### src/rtl/mips_decode_stage_if.sv
// Signal bundle for the MIPS ID stage: write-back port, IF/ID inputs and decode outputs.
// The master side drives the stage; the slave side is the decode stage itself.
interface mips_decode_stage_if;
    logic        reg_write;
    logic [4:0]  write_reg;
    logic [31:0] write_data_reg;
    logic [31:0] instruction;
    logic [31:0] pc_plus4;
    logic [31:0] read_data1_reg;
    logic [31:0] read_data2_reg;
    logic [31:0] inst_extended;
    logic [31:0] branch_adder_id;
    logic [5:0]  opcode;
    logic [5:0]  func;
    logic        zero;

    modport master (
        output reg_write, write_reg, write_data_reg, instruction, pc_plus4,
        input  read_data1_reg, read_data2_reg, inst_extended, branch_adder_id,
               opcode, func, zero
    );

    modport slave (
        input  reg_write, write_reg, write_data_reg, instruction, pc_plus4,
        output read_data1_reg, read_data2_reg, inst_extended, branch_adder_id,
               opcode, func, zero
    );
endinterface

### src/rtl/mips_decode_stage.sv
// MIPS instruction-decode stage: 32x32 register file with write-through bypass,
// sign extension, branch-target adder, operand equality flag and field slicing.
module mips_decode_stage (
    input  logic                 clk,
    input  logic                 rst,
    mips_decode_stage_if.slave   dif
);
    logic [31:0] regs [32];
    logic [4:0]  rs_idx;
    logic [4:0]  rt_idx;
    logic        wr_en;
    logic [31:0] rd1;
    logic [31:0] rd2;
    logic signed [31:0] imm_sext;

    assign rs_idx = dif.instruction[25:21];
    assign rt_idx = dif.instruction[20:16];

    // Writes (and therefore bypass) are suppressed for r0 and while reset is held.
    assign wr_en = dif.reg_write && (dif.write_reg != 5'd0) && !rst;

    always_ff @(posedge clk or posedge rst) begin
        if (rst) begin
            for (int i = 0; i < 32; i++) begin
                regs[i] <= 32'd0;
            end
        end else if (wr_en) begin
            regs[dif.write_reg] <= dif.write_data_reg;
        end
    end

    always_comb begin
        rd1 = 32'd0;
        if (rs_idx != 5'd0) begin
            rd1 = (wr_en && (dif.write_reg == rs_idx)) ? dif.write_data_reg : regs[rs_idx];
        end
    end

    always_comb begin
        rd2 = 32'd0;
        if (rt_idx != 5'd0) begin
            rd2 = (wr_en && (dif.write_reg == rt_idx)) ? dif.write_data_reg : regs[rt_idx];
        end
    end

    assign imm_sext = 32'(signed'(dif.instruction[15:0]));

    assign dif.read_data1_reg  = rd1;
    assign dif.read_data2_reg  = rd2;
    assign dif.zero            = (rd1 == rd2);
    assign dif.inst_extended   = imm_sext;
    // Word offset: the <<2 is pure wiring; the sum wraps modulo 2^32.
    assign dif.branch_adder_id = dif.pc_plus4 + {imm_sext[29:0], 2'b00};
    assign dif.opcode          = dif.instruction[31:26];
    assign dif.func            = dif.instruction[5:0];
endmodule

### src/flat_wrapper.sv
// flat-port wrapper written by rule: the top's interface ports become plain ports
module mips_decode_stage_flat 
  (clk, rst, dif_reg_write, dif_write_reg, dif_write_data_reg, dif_instruction, dif_pc_plus4, dif_read_data1_reg, dif_read_data2_reg, dif_inst_extended, dif_branch_adder_id, dif_opcode, dif_func, dif_zero);
  mips_decode_stage_if dif_i ();
  input  logic clk;
  input  logic rst;
  input wire logic [$bits(dif_i.reg_write)-1:0] dif_reg_write;
  input wire logic [$bits(dif_i.write_reg)-1:0] dif_write_reg;
  input wire logic [$bits(dif_i.write_data_reg)-1:0] dif_write_data_reg;
  input wire logic [$bits(dif_i.instruction)-1:0] dif_instruction;
  input wire logic [$bits(dif_i.pc_plus4)-1:0] dif_pc_plus4;
  output wire logic [$bits(dif_i.read_data1_reg)-1:0] dif_read_data1_reg;
  output wire logic [$bits(dif_i.read_data2_reg)-1:0] dif_read_data2_reg;
  output wire logic [$bits(dif_i.inst_extended)-1:0] dif_inst_extended;
  output wire logic [$bits(dif_i.branch_adder_id)-1:0] dif_branch_adder_id;
  output wire logic [$bits(dif_i.opcode)-1:0] dif_opcode;
  output wire logic [$bits(dif_i.func)-1:0] dif_func;
  output wire logic [$bits(dif_i.zero)-1:0] dif_zero;
  assign dif_i.reg_write = dif_reg_write;
  assign dif_i.write_reg = dif_write_reg;
  assign dif_i.write_data_reg = dif_write_data_reg;
  assign dif_i.instruction = dif_instruction;
  assign dif_i.pc_plus4 = dif_pc_plus4;
  assign dif_read_data1_reg = dif_i.read_data1_reg;
  assign dif_read_data2_reg = dif_i.read_data2_reg;
  assign dif_inst_extended = dif_i.inst_extended;
  assign dif_branch_adder_id = dif_i.branch_adder_id;
  assign dif_opcode = dif_i.opcode;
  assign dif_func = dif_i.func;
  assign dif_zero = dif_i.zero;
  mips_decode_stage u_core (.clk(clk), .rst(rst), .dif(dif_i));
endmodule
### config.mk
export PLATFORM = sky130hd
export DESIGN_NAME = mips_decode_stage_flat
export DESIGN_NICKNAME = d
export VERILOG_FILES = /design/src/rtl/mips_decode_stage_if.sv /design/src/rtl/mips_decode_stage.sv /design/src/flat_wrapper.sv
export SDC_FILE = /design/constraint.sdc
export NUM_CORES = 2
export LEC_CHECK = 0
export CELL_PAD_IN_SITES_DETAIL_PLACEMENT = 0
export CELL_PAD_IN_SITES_GLOBAL_PLACEMENT = 1
export CORE_MARGIN = 3
export CORE_UTILIZATION = 47
export CTS_CLUSTER_DIAMETER = 60
export DETAILED_ROUTE_END_ITERATION = 10
export PLACE_DENSITY = 0.88
export SETUP_SLACK_MARGIN = 0.1
export SKIP_CTS_REPAIR_TIMING = 1
export SYNTH_ARGS = -nofsm -noshare
export SYNTH_HDL_FRONTEND = slang
export SYNTH_SLANG_ARGS = --single-unit
export TNS_END_PERCENT = 10
### constraint.sdc
create_clock -name clk -period 35.6 [get_ports clk]
set_input_delay 7.12 -clock clk [delete_from_list [all_inputs] [get_ports clk]]
set_output_delay 7.12 -clock clk [all_outputs]
set_load 0.005 [all_outputs]
==> out/qor.yml <==
job:
  max-cap-violations: 0
global_route:
  vias_in_the_first_global_route: 39883
  grt.overflow.total: 0
  grt_first_pass_wirelength_um: 271000
  grt_most_used_layer: "met2"
  overall_routing_resource_usage_pct: 28.8
  grt_antenna_before_repair: 4
  gr-usage-met2_pct: 45.5
  grt_start_max_net_pins: 192
  use_met3_pct: 7.85
  grt_util_met1_pct: 37.0
cells_and_area:
  syn2layout_area_growth_pct: 11.3
  max_flop_register: "u_core.regs"
  layout.cells.most_common: "sky130_fd_sc_hd__dfrtp_1"
  fin_area_sq_um: 64500
  post_route_cells_drive_above_1_share_pct: 42.9
  layout.nets: 4186
  layoutNonFillerInstCount: 5767
  most-common-layout-cells: "1024 x sky130_fd_sc_hd__dfrtp_1, 1009 x sky130_fd_sc_hd__mux2_2, 398 x sky130_fd_sc_hd__mux4_2"
  layout_top_registers: "u_core.regs (1024)"
  largest_reg_flops: 1024
yosys:
  async_flop_share_pct: 100
  netlist.area_leader.share_pct: 44.2
  synth_top_flop_cell: "sky130_fd_sc_hd__dfrtp_1"
  synth.largest_area_cell: "sky130_fd_sc_hd__dfrtp_1"
  ys_top_cells_by_area: "sky130_fd_sc_hd__dfrtp_1 44%, sky130_fd_sc_hd__mux2_2 20%, sky130_fd_sc_hd__mux4_2 15%"
  postSynthAreaPerCell_sq_um: 14.2
  post_synthesis_register_bit_count: 1024
  seq_area_frac_synth_pct: 44.2
  synth.lib_cells_used.distinct: 83
  syn-num-nets: 4213
  synth-edff-count: 0
  syn-instance-count: 4079
  netlist_area_sq_um: 57900
  yosys_warnings: 0
timing:
  slew_violations: 0
  max-slew-margin-rel_pct: 18.3
  max_slew.worst_pin.slew_ps: 1220
  timing.final.hold_violations: 0
  fmaxAchievable_mhz: 48.2
  fin_worst_skew_ps: 0
  rsz0062_at_grt: "false"
  setup_viol: 0
  setup_tns_ps: 0
  timing.final.ws_setup_ps: 14870
  layout_min_cycle_time_ps: 20730
  final_min_period_over_clock_period_pct: 58.2
clock_tree:
  cts_num_sinks: 1024
  cts.root.buffer_cell: "sky130_fd_sc_hd__clkbuf_16"
  h-tree-depth: 3
  cts_max_path_buffers: 3
  clk_pin_slew_worst_paths_ps: 60
  cts_tree: "yes"
  worstSkewPairLatency_ps: 700
  cts_buffers: 112
floorplanning:
  starting_density_of_the_core_pct: 47.5
  floorplan.die.width_um: 357
  design.portCount: 245
  die-area_sq_um: 128000
  row_count: 128
  chipHeight_um: 357
  core_footprint_sq_um: 122000
worst_hold_path:
  hold_class: "flop to flop"
  worstHoldStart: "u_core.regs[1011]$_DFFE_PP0P_"
status:
  outcome: "complete, no violations"
setup_path:
  path_class: "input pin to output pin"
  critical_path_required_ps: 28480
  critPathLaunch: "dif_instruction[16]"
  timing.critical_path.from_type: "input pin"
  endpoint_kind: "output pin"
  regToRegStartpoint: "u_core.regs[587]$_DFFE_PP0P_"
  cp_data_arrival_time_ps: 13610
  top_fanout_value_on_the_critical_path: 72
power:
  power.static_leakage_nw: 28.8
  areal_power_density_over_the_cells_nw_per_um2: 50.2
  peakVddDrop_mv: 0.0512
placed_design:
  buffer_ports.inserted: 228
  finalWeightedCongestion: 0.854
  place_hpwl_um: 107000
  place_area_sq_um: 60700
  place_worst_setup_slack_ps: 14780
  placed_cells: 5563
drt:
  postRouteAntennaNets: 0
  routedWlPerCell_um: 32.2
  drt-pass1-iter-count: 5
  drc_errors: 0
  vias: 39490
  total_wirelength_um: 185000
  drt_iter0_markers: 4486
  avgViaCountPerCell: 6.85
## per-layer routing
metal,vias up,share of wire [%]
li1,15647,-
met2,2471,46
met1,20766,37
met5,-,0
met4,0,5.5
met3,606,11
## power by group
| part | internal (mW) | switching, mW |
|---|---|---|
| sequential | 1.31 | 0.110 |
| combinational | 0.340 | 0.269 |
| clock | 0.715 | 0.493 |
## cell families (layout without fill, tap and decap cells)
family          count (synthesis)  count (layout)  synth area share, %
simple gates                  311             311                 2.66
compound gates                483             483                 5.96
xor+xnor                       64              64                0.967
other cells                     0               2                    0
flops                        1024            1024                 44.2
fa+ha+maj                      30              30                0.661
buf+inv                       488             549                 4.72
mux                          1679            1679                 40.8
## synth_stat cells (25+ instances only)
library cell	count
sky130_fd_sc_hd__mux4_1	36
sky130_fd_sc_hd__nand3_1	25
sky130_fd_sc_hd__a21oi_1	67
sky130_fd_sc_hd__buf_4	62
sky130_fd_sc_hd__dfrtp_1	1024
sky130_fd_sc_hd__clkbuf_1	248
sky130_fd_sc_hd__a221oi_1	69
sky130_fd_sc_hd__nand2_1	107
sky130_fd_sc_hd__nor2_1	62
sky130_fd_sc_hd__mux2_2	1009
sky130_fd_sc_hd__mux2i_1	235
sky130_fd_sc_hd__o211ai_1	34
sky130_fd_sc_hd__ha_1	29
sky130_fd_sc_hd__buf_2	51
sky130_fd_sc_hd__a211oi_1	33
sky130_fd_sc_hd__o21ai_0	80
sky130_fd_sc_hd__xnor2_1	48
sky130_fd_sc_hd__mux4_2	398
sky130_fd_sc_hd__buf_1	60
sky130_fd_sc_hd__a22oi_1	26
sky130_fd_sc_hd__buf_6	34
sky130_fd_sc_hd__o21a_1	41
## metrics by stage
| stage | util, % | total power, mW | hold slack, ps |
|---|---|---|---|
| 3_3_place_gp | 49.7 | 2.02 | 379 |
| 6_report | 52.9 | 3.24 | 399 |
| 4_1_cts | 52.8 | 3.25 | 400 |
| 2_1_floorplan | - | 1.85 | 438 |
| 3_5_place_dp | 49.7 | 2.04 | 384 |
| 5_1_grt | 52.9 | 3.35 | 409 |
## final timing paths
kind	slack (ps)	to	cells past startpoint
setup / recovery	14870	dif_zero	14
hold / removal	400	u_core.regs[1011]$_DFFE_PP0P_	0
setup reg to reg	34760	u_core.regs[587]$_DFFE_PP0P_	1
hold reg to reg	400	u_core.regs[1011]$_DFFE_PP0P_	0
max in group asynchronous	25300	u_core.regs[291]$_DFFE_PP0P_	6
min in group asynchronous	7090	u_core.regs[350]$_DFFE_PP0P_	3
## critical path, cell delays in order
cell	delay, ps
sky130_fd_sc_hd__buf_8	580
sky130_fd_sc_hd__buf_4	890
sky130_fd_sc_hd__buf_4	810
sky130_fd_sc_hd__buf_4	780
sky130_fd_sc_hd__mux4_2	600
sky130_fd_sc_hd__mux4_2	460
sky130_fd_sc_hd__mux2i_1	160
sky130_fd_sc_hd__nor2_1	60
sky130_fd_sc_hd__a21oi_1	280
sky130_fd_sc_hd__a21oi_1	120
sky130_fd_sc_hd__o221a_1	300
sky130_fd_sc_hd__a21oi_1	370
sky130_fd_sc_hd__and4_1	410
sky130_fd_sc_hd__clkdlybuf4s50_1	570
## final cells by class
cell class / instances / area (sq um)
antenna: 2 / 5.00
inverter: 6 / 26.3
clock buffer: 161 / 3270
multi-input combinational: 2567 / 29800
fill: 9903 / 57500
tap: 1625 / 2030
timing repair buffer: 341 / 3230
sequential: 1024 / 25600
clock inverter: 41 / 543
Power figures use the tool's default switching activity.
